**src/rtl/tqvp_bus_host.sv**
```systemverilog
// Initiator for the TinyQV peripheral data bus: one valid/ready request in, one valid/ready response out.
// Optional interrupt latch enabled by defining TQVP_BUS_HOST_IRQ_EN.
module tqvp_bus_host #(
  parameter int TIMEOUT = 255
) (
  input  logic        clk,
  input  logic        rst_n,
  input  logic        req_valid,
  output logic        req_ready,
  input  logic        req_write,
  input  logic [1:0]  req_size,
  input  logic [5:0]  req_addr,
  input  logic [31:0] req_wdata,
  output logic        rsp_valid,
  input  logic        rsp_ready,
  output logic [31:0] rsp_rdata,
  output logic        rsp_err,
  output logic [5:0]  address,
  output logic [31:0] data_in,
  output logic [1:0]  data_write_n,
  output logic [1:0]  data_read_n,
  input  logic [31:0] data_out,
  input  logic        data_ready,
  input  logic        user_interrupt,
  output logic        irq_pending,
  input  logic        irq_ack
);

  localparam int CNT_W = (TIMEOUT > 0) ? $clog2(TIMEOUT + 1) : 1;
  localparam logic [1:0] STROBE_IDLE = 2'b11;
  localparam logic [1:0] SIZE_ILLEGAL = 2'b11;

  typedef enum logic [1:0] {
    S_IDLE,
    S_WRITE,
    S_READ,
    S_RESP
  } state_e;

  state_e      state_q, state_d;
  logic [5:0]  address_q, address_d;
  logic [31:0] data_in_q, data_in_d;
  logic [1:0]  data_write_n_q, data_write_n_d;
  logic [1:0]  data_read_n_q, data_read_n_d;
  logic [31:0] rsp_rdata_q, rsp_rdata_d;
  logic        rsp_err_q, rsp_err_d;
  logic [CNT_W-1:0] cnt_q, cnt_d;
  logic [CNT_W-1:0] cnt_inc;
  logic [31:0] rdata_masked;

  assign cnt_inc = cnt_q + CNT_W'(1);

  // The read strobe still carries the size code, so it selects the capture mask directly.
  always_comb begin
    case (data_read_n_q)
      2'b00:   rdata_masked = {24'h0, data_out[7:0]};
      2'b01:   rdata_masked = {16'h0, data_out[15:0]};
      default: rdata_masked = data_out;
    endcase
  end

  // NOTE: every signal assigned here gets its default first, so no path can infer a latch.
  always_comb begin
    state_d        = state_q;
    address_d      = address_q;
    data_in_d      = data_in_q;
    data_write_n_d = data_write_n_q;
    data_read_n_d  = data_read_n_q;
    rsp_rdata_d    = rsp_rdata_q;
    rsp_err_d      = rsp_err_q;
    cnt_d          = cnt_q;

    case (state_q)
      S_IDLE: begin
        if (req_valid) begin
          cnt_d       = '0;
          rsp_rdata_d = '0;
          rsp_err_d   = 1'b0;
          if (req_size == SIZE_ILLEGAL) begin
            rsp_err_d = 1'b1;
            state_d   = S_RESP;
          end else begin
            address_d = req_addr;
            if (req_write) begin
              data_in_d      = req_wdata;
              data_write_n_d = req_size;
              state_d        = S_WRITE;
            end else begin
              data_read_n_d = req_size;
              state_d       = S_READ;
            end
          end
        end
      end

      S_WRITE: begin
        data_write_n_d = STROBE_IDLE;
        state_d        = S_RESP;
      end

      S_READ: begin
        // data_ready is tested before the timeout so a reply on the final allowed cycle succeeds.
        if (data_ready) begin
          rsp_rdata_d   = rdata_masked;
          data_read_n_d = STROBE_IDLE;
          state_d       = S_RESP;
        end else if (TIMEOUT != 0) begin
          if (cnt_inc == CNT_W'(TIMEOUT)) begin
            rsp_err_d     = 1'b1;
            rsp_rdata_d   = '0;
            data_read_n_d = STROBE_IDLE;
            state_d       = S_RESP;
          end else begin
            cnt_d = cnt_inc;
          end
        end
      end

      S_RESP: begin
        if (rsp_ready) begin
          state_d = S_IDLE;
        end
      end

      default: state_d = S_IDLE;
    endcase
  end

  // NOTE: sequential state uses non-blocking assignments so all flops update together at the edge.
  always_ff @(posedge clk or negedge rst_n) begin
    if (!rst_n) begin
      state_q        <= S_IDLE;
      address_q      <= '0;
      data_in_q      <= '0;
      data_write_n_q <= STROBE_IDLE;
      data_read_n_q  <= STROBE_IDLE;
      rsp_rdata_q    <= '0;
      rsp_err_q      <= 1'b0;
      cnt_q          <= '0;
    end else begin
      state_q        <= state_d;
      address_q      <= address_d;
      data_in_q      <= data_in_d;
      data_write_n_q <= data_write_n_d;
      data_read_n_q  <= data_read_n_d;
      rsp_rdata_q    <= rsp_rdata_d;
      rsp_err_q      <= rsp_err_d;
      cnt_q          <= cnt_d;
    end
  end

  assign req_ready    = (state_q == S_IDLE);
  assign rsp_valid    = (state_q == S_RESP);
  assign rsp_rdata    = rsp_rdata_q;
  assign rsp_err      = rsp_err_q;
  assign address      = address_q;
  assign data_in      = data_in_q;
  assign data_write_n = data_write_n_q;
  assign data_read_n  = data_read_n_q;

`ifdef TQVP_BUS_HOST_IRQ_EN
  logic irq_prev_q, irq_prev_d;
  logic irq_pending_q, irq_pending_d;

  // A new edge outranks an acknowledge arriving in the same cycle.
  always_comb begin
    irq_prev_d    = user_interrupt;
    irq_pending_d = irq_pending_q;
    if (irq_ack) begin
      irq_pending_d = 1'b0;
    end
    if (user_interrupt && !irq_prev_q) begin
      irq_pending_d = 1'b1;
    end
  end

  always_ff @(posedge clk or negedge rst_n) begin
    if (!rst_n) begin
      irq_prev_q    <= 1'b0;
      irq_pending_q <= 1'b0;
    end else begin
      irq_prev_q    <= irq_prev_d;
      irq_pending_q <= irq_pending_d;
    end
  end

  assign irq_pending = irq_pending_q;
`else
  logic unused_irq;
  assign unused_irq  = user_interrupt ^ irq_ack;
  assign irq_pending = 1'b0;
`endif

endmodule

```
**config.mk**
```make
export PLATFORM = sky130hd
export DESIGN_NAME = tqvp_bus_host
export DESIGN_NICKNAME = d
export VERILOG_FILES = /design/src/rtl/tqvp_bus_host.sv
export SDC_FILE = /design/constraint.sdc
export NUM_CORES = 1
export LEC_CHECK = 0
export CORE_MARGIN = 2
export CORE_UTILIZATION = 45
export CTS_BUF_LIST = sky130_fd_sc_hd__clkbuf_8
export CTS_CLUSTER_DIAMETER = 150
export DETAILED_ROUTE_END_ITERATION = 12
export PLACE_DENSITY = 0.94
export SYNTH_ARGS = -nofsm -noshare
export SYNTH_HDL_FRONTEND = slang
export SYNTH_SLANG_ARGS = --single-unit
```
**constraint.sdc**
```tcl
create_clock -name clk -period 2.7 [get_ports clk]
set_input_delay 0.27 -clock clk [delete_from_list [all_inputs] [get_ports clk]]
set_output_delay 0.27 -clock clk [all_outputs]
set_load 0.02 [all_outputs]
```
==> results by group <==
Clock network
  • CTS max path bufs: 2
  • Hold buffer count at CTS: 0
  • Clk_lat worst skew: 350 ps
  • Post-CTS Setup Inserts: 0
  • Root buf cell: clkbuf_8
  • CTS Buf Count: 9
  • H-tree levels: 3
  • Clock-pin slew on the worst setup and hold paths: 90 ps
  • CTS tree: yes
  • CTS sink cnt: 85
  • PostCTS Resize Cnt: 0

Synthesis
  • Mapped Nets: approximately 400
  • Largest family of logic cells by synthesized area: compound AO/OA/AOI/OAI gates
  • Sequential share of the synthesized area: 54.8%
  • Adder-cell share of the synthesized area: 1.93%
  • Area contributors post-synth: dfrtp_1 52%, mux2_2 13%, a22o_1 6.3%
  • #FFs+latches synth: 85
  • Complex-gate fraction of the synthesized area: 19.1%
  • Synth cell types: 41
  • Area share of the largest cell type after synthesis: 52.1%
  • Yosys warning total: 0
  • Post-synthesis simple-gate area fraction: 7.56%
  • Cells after Synth: 313
  • Syn_area_per_cell: 12.4 um^2
  • Post-synthesis xor/xnor area fraction: 0%
  • Mapped cell area: 3890 um^2
  • Mux share of post-synthesis cell area: 13.0%
  • Most area-hungry cell type in the Yosys netlist: dfrtp_1

Route
  • Routed vias/inst: 5.53
  • Via count: roughly 3200
  • Drt wl/cell: 18.0 um
  • Pre-Repair DR Iteration Count: 4
  • Routed Wire Length: 10400 um
  • DR iter-0 viols: about 170
  • DRC viols: 0
  • Antenna viol nets, final: 0

Timing
  • Setup TNS: 0 ps
  • RSZ-0062 raised after global routing: no
  • Min Tclk post-route: 2450 ps
  • Max-slew violation count: 0
  • Final worst-path cycle share: 90.6%
  • Worst-Margin Slew: 1110 ps
  • Worst slew margin: 25.6%
  • Fmax: 409 MHz
  • Final Hold Viols: 0
  • Final clock skew: 18.4 ps
  • Final Setup Violations: 0

Pwr
  • Power share of the clock group: between 10% and 20%
  • Gate power share: 50.9%
  • Part of the power in registers: 33.9%
  • Pwr dens: 1090 nW/um^2
  • Worst vdd ir: 0.609 mV
  • Switching share of power: 37.7%
  • Leak: 2.67 nW
  • Pint: 3.93 mW
  • Switching power: 2.38 mW

Die
  • Starting density of the core: a little under half
  • Top-Level Pins: 158
  • Die H: a little under 100 um
  • Die area: 9400 um^2
  • Core Region: roughly 8300 um^2
  • Std cell rows: 33
  • Die Wd: ~97 um

GRT
  • Number of global-route vias before repair: 3472
  • GR Overflow Total: 0
  • Initial antenna violation count: 0
  • Global-route wire length before repair: 17500 um
  • Largest net degree at the start of global routing: 86
  • GRT Total Usage: 22.9%

Setup path
  • Critical register-to-register path startpoint: state_q[0]
  • Setup CP Type: flop to flop
  • CP Capture Type: flop
  • Max Fanout on Critical Path: 16
  • R2R depth: 6
  • RR Endpoint: rsp_rdata[24]
  • Buf/Inv on CP: 1
  • Worst reg-to-reg setup slack: 250 ps
  • Crit-path cells: inv_1 > ha_1 > nor2b_1 > nor3_2 > a22o_1 > a21o_1
  • CP peak stage delay: around 900 ps
  • Critical Path Slowest Stage Cell: nor3_2
  • Type of origin of the critical path: flop
  • CP delay by family, top: simple AND/OR/NAND/NOR gates
  • Critical path arrival: 2720 ps
  • Critical path required time: slightly below 3000 ps

Placed design
  • Port Buffers: approximately 150
  • Gp weighted congestion: roughly 0.81
  • Area after DPL: 5560 um^2
  • DP Wirelength: 7590 um

Cells and area
  • Util after Layout: 69.5%
  • Synthesis-to-layout area growth: 48.2%
  • Reg area: 2130 um^2
  • Final instance area: around 5800 um^2
  • Antenna cells: 0
  • Nets@finish: 554
  • Layout filler cell count: 616
  • Multi-input gate area: 1640 um^2
  • Ratio of cells with drive above 1 in the final layout: 16.3%

Min path
  • Worst hold path type: input port to async pin

Job
  • Max Cap Violations: 0

Run status
  • Status: completed
cell usage after synthesis:
cell,count
o2111ai_1,1
nand2_1,11
and2_1,8
or4b_2,1
a211oi_1,1
a31oi_1,4
dfrtp_1,81
nand3b_1,1
o21a_1,1
a21oi_1,5
or2_1,1
and3_2,1
nand3_2,1
o211ai_1,4
a22oi_1,1
o21ai_0,4
conb_1,1
nand2b_1,1
a22o_1,28
nor2_1,7
buf_6,2
a221o_1,10
a21o_1,30
dfstp_2,4
nand4_1,2
nor2b_1,4
clkbuf_1,7
o311a_4,1
inv_1,12
nor4b_1,1
o22ai_1,2
ha_1,6
nor3b_1,2
mux2i_1,1
nand3_1,4
nor3_1,7
a21boi_0,1
buf_2,7
buf_4,1
and3_1,2
mux2_2,44
power groups by stage:
stage	Sequential, mW	Combinational (mW)	Clock (mW)
CTS	2.14	3.23	0.975
detailed placement	2.16	3.21	0
floorplan	2.66	1.22	0
finish	2.14	3.21	0.960
global route	2.20	3.43	1.04
global placement	2.10	3.11	0
how the worst max path moves through the flow:
stage               startpoint             to  slack (ps)  depth (start not counted)
floorplan           state_q[0]     data_in[0]         390                          7
global placement    state_q[0]  rsp_rdata[22]         400                          6
detailed placement  state_q[0]  rsp_rdata[14]         260                          6
CTS                 state_q[0]  rsp_rdata[14]         260                          6
global route        state_q[0]  rsp_rdata[14]          90                          6
finish              state_q[0]  rsp_rdata[24]         250                          6
logic make-up (layout without fill, tap and decap cells):
| family | after synthesis | after routing |
|---|---|---|
| buffers and inverters | 29 | 189 |
| AND/OR/NAND/NOR | 54 | 54 |
| flip-flops | 85 | 85 |
| AO/OA/AOI/OAI | 93 | 93 |
| adder cells (fa/ha/maj) | 6 | 6 |
| other | 1 | 1 |
| multiplexers | 45 | 45 |
worst register-to-register path: stages (launching register included):
cell and delay (ps):
dfrtp_1 430, inv_1 100, ha_1 370, nor2b_1 240, nor3_2 900, a22o_1 250
a21o_1 100
per-layer routing:
layer  vias to the layer above  share of wire, %  GRT usage (%)
met1                      1590                40           27.4
li1                       1462                 -              -
met3                        17               7.5           7.66
met5                         -                 0              0
met4                         0               1.8           6.72
met2                       130                51           39.3
registers in the layout, indices dropped and copies added, names as in the netlist:
| name | count |
|---|---|
| data_write_n | 2 |
| state_q | 2 |
| data_read_n | 2 |
| rsp_rdata | 32 |
| data_in | 32 |
| rsp_err | 1 |
| cnt_q | 8 |
| address | 6 |
stage by stage:
| step | hold WS, ps | power (mW) | instances | worst slack [ps] |
|---|---|---|---|---|
| 4_1_cts | 154 | 6.35 | 578 | 256 |
| 3_5_place_dp | 489 | 5.37 | 562 | 262 |
| 3_3_place_gp | 483 | 5.21 | 562 | 395 |
| 2_1_floorplan | -25.6 | 3.88 | 313 | 386 |
| 6_report | 94.6 | 6.30 | 578 | 254 |
| 5_1_grt | 214 | 6.67 | 578 | 93.9 |
cell usage in the layout (no fill, tap or decap), types with 2 or more instances in the layout:
| cell type | n |
|---|---|
| o211ai_1 | 4 |
| dfrtp_1 | 81 |
| o21ai_0 | 4 |
| a21oi_1 | 5 |
| a31oi_1 | 4 |
| a22o_1 | 28 |
| bufinv_16 | 2 |
| nor2_1 | 7 |
| nand2_1 | 11 |
| ha_1 | 6 |
| clkinv_2 | 2 |
| nand4_1 | 2 |
| inv_1 | 14 |
| o22ai_1 | 2 |
| and2_1 | 8 |
| nor3b_1 | 2 |
| clkdlybuf4s50_1 | 153 |
| a221o_1 | 10 |
| and3_1 | 2 |
| clkbuf_8 | 9 |
| nor2b_1 | 4 |
| dfstp_2 | 4 |
| nand3_1 | 3 |
| nand3_2 | 2 |
| buf_4 | 7 |
| a21o_1 | 30 |
| mux2_2 | 44 |
| nor3_1 | 6 |
final cells by class:
| class | instances | area share, % |
|---|---|---|
| Sequential cell | 85 | 37.0 |
| Multi-Input combinational cell | 199 | 28.5 |
| Timing Repair Buffer | 161 | 27.8 |
| Clock buffer | 9 | 2.15 |
| Tap cell | 105 | 2.28 |
| Clock inverter | 7 | 1.48 |
| Inverter | 12 | 0.781 |
No activity file was read; power rests on OpenSTA's default activity.
